<file path="config.mk">
export PLATFORM = sky130hd
export DESIGN_NAME = sha256_target_check
export DESIGN_NICKNAME = d
export VERILOG_FILES = /design/src/rtl/sha256_pkg.sv /design/src/rtl/sha256_clz32.sv /design/src/rtl/sha256_target_check.sv
export SDC_FILE = /design/constraint.sdc
export NUM_CORES = 1
export LEC_CHECK = 0
export CAP_MARGIN = 10
export CORE_MARGIN = 4
export CORE_UTILIZATION = 35
export DETAILED_ROUTE_END_ITERATION = 10
export HOLD_SLACK_MARGIN = 0.05
export PLACE_DENSITY = 0.55
export REMOVE_ABC_BUFFERS = 1
export SYNTH_ARGS = -nofsm -noshare
export SYNTH_HDL_FRONTEND = slang
export SYNTH_SLANG_ARGS = --single-unit
</file>
<file path="constraint.sdc">
create_clock -name clk -period 5.4 [get_ports clk]
set_input_delay 1.08 -clock clk [delete_from_list [all_inputs] [get_ports clk]]
set_output_delay 1.08 -clock clk [all_outputs]
set_load 0.01 [all_outputs]
</file>
<file path="src/rtl/sha256_pkg.sv">
// Shared constants and state encoding for the SHA-256 digest target checker.
package sha256_pkg;
    localparam int NUM_HASH_WORDS = 8;
    localparam int RESULT_HIT_BIT = 31;
    localparam int RESULT_LZ_MSB  = 8;

    typedef enum logic [1:0] {IDLE, READ, WRITE} state_t;
endpackage

</file>
<file path="src/rtl/sha256_clz32.sv">
// Combinational count-leading-zeros of a 32-bit word; returns 32 for zero input.
module sha256_clz32 (
    input  logic [31:0] i_val,
    output logic [5:0]  o_clz
);
    // Ascending scan: the highest set bit is the last one to assign.
    always_comb begin
        o_clz = 6'd32;
        for (int i = 0; i < 32; i++) begin
            if (i_val[i]) o_clz = 6'(31 - i);
        end
    end
endmodule

</file>
<file path="src/rtl/sha256_target_check.sv">
// Reads back the 8-word digest, compares it with the latched target, counts leading
// zeros and writes one {hit, lz} result word.
module sha256_target_check
    import sha256_pkg::*;
(
    input  logic         clk,
    input  logic         reset_n,
    input  logic         start,
    input  logic [15:0]  hash_addr,
    input  logic [15:0]  result_addr,
    input  logic [255:0] target,
    output logic         done,
    output logic         mem_clk,
    output logic         mem_we,
    output logic [15:0]  mem_addr,
    output logic [31:0]  mem_write_data,
    input  logic [31:0]  mem_read_data,
    output logic         hit,
    output logic [8:0]   lz_count
);
    state_t         r_state;
    logic [3:0]     r_idx;
    logic [255:0]   r_target;
    logic [15:0]    r_hash_addr;
    logic [15:0]    r_result_addr;
    logic           r_decided;
    logic           r_less;
    logic           r_still_zero;
    logic [8:0]     r_lz;
    logic           r_mem_we;
    logic [15:0]    r_mem_addr;
    logic [31:0]    r_mem_wdata;
    logic           r_hit;
    logic [8:0]     r_lz_count;

    logic [2:0]     w_w;
    logic [7:0]     w_tsel;
    logic [31:0]    w_tw;
    logic [5:0]     w_clz;
    logic           w_decided_n;
    logic           w_less_n;
    logic           w_still_zero_n;
    logic [8:0]     w_lz_n;
    logic           w_hit_n;
    logic [31:0]    w_result;

    assign mem_clk        = clk;
    assign done           = (r_state == IDLE);
    assign mem_we         = r_mem_we;
    assign mem_addr       = r_mem_addr;
    assign mem_write_data = r_mem_wdata;
    assign hit            = r_hit;
    assign lz_count       = r_lz_count;

    // Read data arriving at idx belongs to word idx-1; word 0 sits in target[255:224].
    assign w_w    = 3'(r_idx - 4'd1);
    assign w_tsel = {~w_w, 5'd0};
    assign w_tw   = r_target[w_tsel +: 32];

    sha256_clz32 u_clz (
        .i_val (mem_read_data),
        .o_clz (w_clz)
    );

    assign w_decided_n    = r_decided | (mem_read_data != w_tw);
    assign w_less_n       = r_decided ? r_less : (mem_read_data < w_tw);
    assign w_still_zero_n = r_still_zero & (mem_read_data == 32'd0);
    assign w_lz_n         = r_still_zero ? (r_lz + {3'd0, w_clz}) : r_lz;
    assign w_hit_n        = w_less_n | ~w_decided_n;

    always_comb begin
        w_result                      = '0;
        w_result[RESULT_HIT_BIT]      = w_hit_n;
        w_result[RESULT_LZ_MSB:0]     = w_lz_n;
    end

    always_ff @(posedge clk or negedge reset_n) begin
        if (!reset_n) begin
            r_state       <= IDLE;
            r_idx         <= '0;
            r_target      <= '0;
            r_hash_addr   <= '0;
            r_result_addr <= '0;
            r_decided     <= 1'b0;
            r_less        <= 1'b0;
            r_still_zero  <= 1'b1;
            r_lz          <= '0;
            r_mem_we      <= 1'b0;
            r_mem_addr    <= '0;
            r_mem_wdata   <= '0;
            r_hit         <= 1'b0;
            r_lz_count    <= '0;
        end else begin
            case (r_state)
                IDLE: begin
                    r_mem_we <= 1'b0;
                    if (start) begin
                        r_target      <= target;
                        r_hash_addr   <= hash_addr;
                        r_result_addr <= result_addr;
                        r_idx         <= '0;
                        r_decided     <= 1'b0;
                        r_less        <= 1'b0;
                        r_still_zero  <= 1'b1;
                        r_lz          <= '0;
                        r_mem_addr    <= hash_addr;
                        r_state       <= READ;
                    end
                end
                READ: begin
                    if (r_idx != 4'd0) begin
                        r_decided    <= w_decided_n;
                        r_less       <= w_less_n;
                        r_still_zero <= w_still_zero_n;
                        r_lz         <= w_lz_n;
                    end
                    if (r_idx < 4'(NUM_HASH_WORDS - 1))
                        r_mem_addr <= r_hash_addr + {12'd0, r_idx} + 16'd1;
                    if (r_idx == 4'(NUM_HASH_WORDS)) begin
                        r_mem_we    <= 1'b1;
                        r_mem_addr  <= r_result_addr;
                        r_mem_wdata <= w_result;
                        r_hit       <= w_hit_n;
                        r_lz_count  <= w_lz_n;
                        r_state     <= WRITE;
                    end else begin
                        r_idx <= r_idx + 4'd1;
                    end
                end
                WRITE: begin
                    r_mem_we <= 1'b0;
                    r_state  <= IDLE;
                end
                default: r_state <= IDLE;
            endcase
        end
    end
endmodule

</file>
# Word-level counts from Yosys, hierarchy flattened
# Index checks and enable logic that the tools add are counted.
[op_classes]
add_sub_neg = 5
multipliers = 0
div = 0
n_lt_le_gt_ge = 2
n_eq_ne = 9
shift = 1
muxes = 57
bitwise = 5
n_reduce_logical = 13
[ops]
columns = ["cell", "count"]
rows = [
  ["indexed part select 256 x 9 -> 32 bit", 1],
  ["2-to-1 mux 6 bit", 32],
  ["2-to-1 mux 16 bit", 3],
  ["logical NOT 32 bit", 1],
  ["< comparator 32 bit", 1],
  ["inequality test 32 bit", 1],
  ["case mux 16 bit (2 select lines)", 1],
  ["2-to-1 mux 9 bit", 3],
  ["case mux 9 bit (2 select lines)", 1],
  ["adder 16 x 1 -> 16 bit (second input constant)", 1],
  ["adder 16 x 4 -> 16 bit", 1],
  ["adder 9 x 6 -> 9 bit", 1],
  ["AND reduction 3 bit", 3],
  ["2-to-1 mux 4 bit", 2],
  ["inequality test 2 bit (second input constant)", 4],
  ["case mux 1 bit (2 select lines)", 4],
  ["case mux 4 bit (2 select lines)", 1],
  ["AND reduction 2 bit", 4],
  ["2-to-1 mux 1 bit", 7],
  ["adder 4 x 1 -> 4 bit (second input constant)", 1],
  ["== test 4 bit (second input constant)", 1],
  ["< comparator 4 x 3 -> 1 bit (second input constant)", 1],
  ["2-to-1 mux 2 bit", 2],
  ["case mux 2 bit (2 select lines)", 1],
  ["other kinds (12)", 14],
]
[totals]
reg_bits = 343
latch_bits = 0
ram_bits = 0
romBits = 0
out_inout_bits = 61
memories = 0

# Longest topological paths before layout
[depth]
ltp_word = 36
mapped_depth = 15

# Cells and area by module
# A second synthesis with hierarchy kept.
[hier_totals]
cells_unflattened = 1817
hier_area_um2 = 16742.3
[modules_own_cells]
columns = ["mod", "n_inst", "cells_per_inst", "area_each_um2", "seq_area_each_um2"]
rows = [
  ["sha256_target_check", 1, 1752, 16374.5, 8334.2],
  ["sha256_clz32", 1, 65, 367.9, 0.0],
]

==> impl_results.md <==
- Placeable core area: 46900 µm²
- Max-Slew Margin vs Limit: 32.1%
- Final nets: 2516
- Yosys top cell area share: 49.7%
- Antenna-violating nets left: 0
- Count of pins over their slew limit: 0
- Async set-reset flop share out of synthesis: 100%
- Vias: 13700
- CTS tree: done
- CP max stage cell: clkdlybuf4s50_1
- Reg clk slew, reported paths: 0.06 ns
- CP endpoint kind: output port
- Power Density: 583 nW/µm²
- Worst Path Arrival: 3.41 ns
- Die H: 227 µm
- Wire per inst: 18.5 µm
- FF+latch count, synth: 333
- Cells after Synth: 1827
- Final setup violation count: 0
- Slack of the critical path: 0.906 ns
- Post-synth EDFFs: 0
- Gr usage total: 20.0%
- Req. time, crit path: 4.32 ns
- Die ar.: 51300 µm²
- Row count: 79
- Critical path peak fanout: 2
- GP Congestion: 0.872
- Clk_lat worst skew: 0.67 ns
- Startpoint Class: clock port
- Yosys top cell by area: dfrtp_1
- Layout cell share with drive strength beyond 1: 7.86%
- Cell variety after synth: 64
- Mean post-synth cell area: 9.15 µm²
- PortBufs: 361
- Clock skew: 0.0103 ns
- Area growth syn-to-layout: 32.9%
- GRT overflow: 0
- RSZ-0062 raised after global routing: no
- Hold Crit Class: in2async
- Reg2reg setup slack: 1.23 ns
- CP peak stage delay: 0.47 ns
- Final Routed Wirelength: 51600 µm
- Largest net degree at the start of global routing: 104
- Die width: 227 µm
- Vias in the first global route: 14100
- Yosys warns: 0
- Hold_buf cts: 0
- Vias per inst: 4.91
- Status: complete, no violations
- First-pass GRT wire length: 79500 µm
- Detailed placer's ending HPWL: 37700 µm
- Cell repeated most along the worst path: clkbuf_16
- Initial antenna violation count: 13
- FILL cells: 4573
- Post-synthesis sequential area ratio: 49.9%
- Delay-heaviest family, CP: buffers and inverters
- DR pass1 iterations: 5
- Post-Place Setup Slack: 0.740 ns
- I/O Pins: 384
- Synthesized area: 16700 µm²
- Post-CTS Resized: 0
- Max Cap Viol: 0
- Initial Utilization: 35.7%
- Cells along the critical path: clkbuf_16 -> clkbuf_16 -> clkdlybuf4s50_1
- Max VDD drop: 0.265 mV
- DR iter-0 viols: 902
- Lkg Pwr: 10.6 nW
- Least-Margin Pin Slew: 1.02 ns
- CP Buf/Inv Count: 3
- Area contributors post-synth: dfrtp_1 (50%), nand2_1 (21%), mux4_2 (8.6%), ha_1 (3.3%), mux2i_1 (2.2%)
- # DRC: 0
- Crit Path Category: clk2out
- Postcts setup bufs: 0
- Ys flop type: dfrtp_1
- Hold violation count in the final report: 0
- Setup TNS: 0 ns
flip-flops by register name, summed over array words and instances, names as in the netlist:
| signal | cells |
|---|---|
| r_target | 256 |
| mem_addr | 16 |
| r_hash_addr | 16 |
| r_result_addr | 16 |
| r_lz | 9 |
| lz_count | 8 |
| r_idx | 4 |
| r_state | 2 |
| hit | 1 |
| mem_we | 1 |
| mem_write_data | 1 |
| r_decided | 1 |
| r_less | 1 |
| r_still_zero | 1 |
synth_stat cells (all sizes together) (2+ instances only):
library cell / instances
o21ai: 44
mux2i: 36
ha: 44
o31ai: 3
nand4: 6
inv: 19
a31o: 3
clkbuf: 45
or4: 4
mux4: 64
nor4: 8
o21bai: 2
and3: 2
mux2: 2
a31oi: 6
nor3: 8
nand3b: 2
a211oi: 14
o21a: 3
o211ai: 4
fa: 2
xnor2: 15
nand2: 920
a21oi: 26
dfrtp: 332
nand3: 29
nor2b: 4
buf: 83
nor2: 38
a211o: 6
and2: 3
o311ai: 3
a32o: 4
a21o: 8
o221ai: 3
nand2b: 9
xor2: 9
layout by cell type (no fill, tap or decap), types with 5 or more instances in the layout:
| master | count |
|---|---|
| a211o_1 | 6 |
| clkbuf_8 | 11 |
| xor2_1 | 8 |
| clkbuf_16 | 45 |
| conb_1 | 22 |
| inv_1 | 17 |
| nand4_1 | 6 |
| nor2_1 | 36 |
| a31oi_1 | 6 |
| o21ai_1 | 32 |
| nor4_1 | 5 |
| buf_4 | 13 |
| clkdlybuf4s50_1 | 360 |
| buf_12 | 8 |
| nand2_1 | 919 |
| mux2i_1 | 36 |
| mux4_2 | 64 |
| a21oi_1 | 26 |
| nand3_1 | 28 |
| ha_1 | 43 |
| o21ai_0 | 10 |
| a211oi_1 | 13 |
| a21o_1 | 8 |
| xnor2_1 | 15 |
| clkbuf_1 | 12 |
| dfrtp_1 | 331 |
| nand2b_1 | 9 |
| nor3_1 | 8 |
per-layer routing:
layer  up-vias  track usage, %  wire, µm
met1      6628            27.6     23100
met5         -               0       108
met3        84            5.13      3410
met4        16            5.95      1170
li1       6596               -         -
met2       358            31.3     23800
where the power goes:
part           internal [mW]  switching (mW)  total (mW)
Combinational           2.71            3.08        5.79
Sequential              3.64           0.714        4.36
Clock                   1.73            1.08        2.81
Total                   8.08            4.88        13.0
final cells by class:
type | count | area (µm²) | share of cell area, %
clock inverters | 5 | 61.3 | 0.276
inverters | 19 | 71.3 | 0.321
flip-flops and latches | 333 | 8340 | 37.5
well taps | 607 | 759 | 3.42
clock buffers | 69 | 1330 | 6.00
multi-input cells | 1368 | 7770 | 35.0
repair buffers | 381 | 3870 | 17.4
diodes | 4 | 10.0 | 0.0451
final timing paths:
| kind | cells past startpoint | start | to |
|---|---|---|---|
| setup / recovery | 3 | clk | mem_clk |
| hold / removal | 1 | reset_n | r_result_addr[2] |
| setup reg to reg | 12 | r_idx[0] | hit |
| hold reg to reg | 2 | r_target[89] | r_target[89] |
| max in group asynchronous | 2 | reset_n | r_target[137] |
| min in group clk | 2 | r_target[89] | r_target[89] |
kinds of logic (layout without fill, tap and decap cells):
group | after synthesis | in the layout | share of synthesized area (%)
compound gates | 137 | 137 | 5.43
xor+xnor | 24 | 24 | 1.26
fa+ha+maj | 46 | 46 | 3.53
buf+inv | 147 | 474 | 4.36
flops | 333 | 333 | 49.9
mux | 102 | 102 | 10.9
other cells | 1 | 26 | 0.0224
simple gates | 1037 | 1037 | 24.6
metrics by stage:
| step | total power [mW] | utilization (%) | hold WS [ns] | instance area [µm²] | instances |
|---|---|---|---|---|---|
| floorplan | 8.41 | - | 0.437 | 16100 | 1720 |
| global placement | 10.2 | 44.4 | 0.452 | 20800 | 2709 |
| detailed placement | 10.3 | 44.4 | 0.455 | 20800 | 2709 |
| CTS | 13.2 | 47.4 | 0.468 | 22200 | 2782 |
| global route | 14.0 | 47.4 | 0.485 | 22200 | 2784 |
| finish | 13.0 | 47.4 | 0.462 | 22200 | 2786 |
Power figures use the tool's default switching activity.
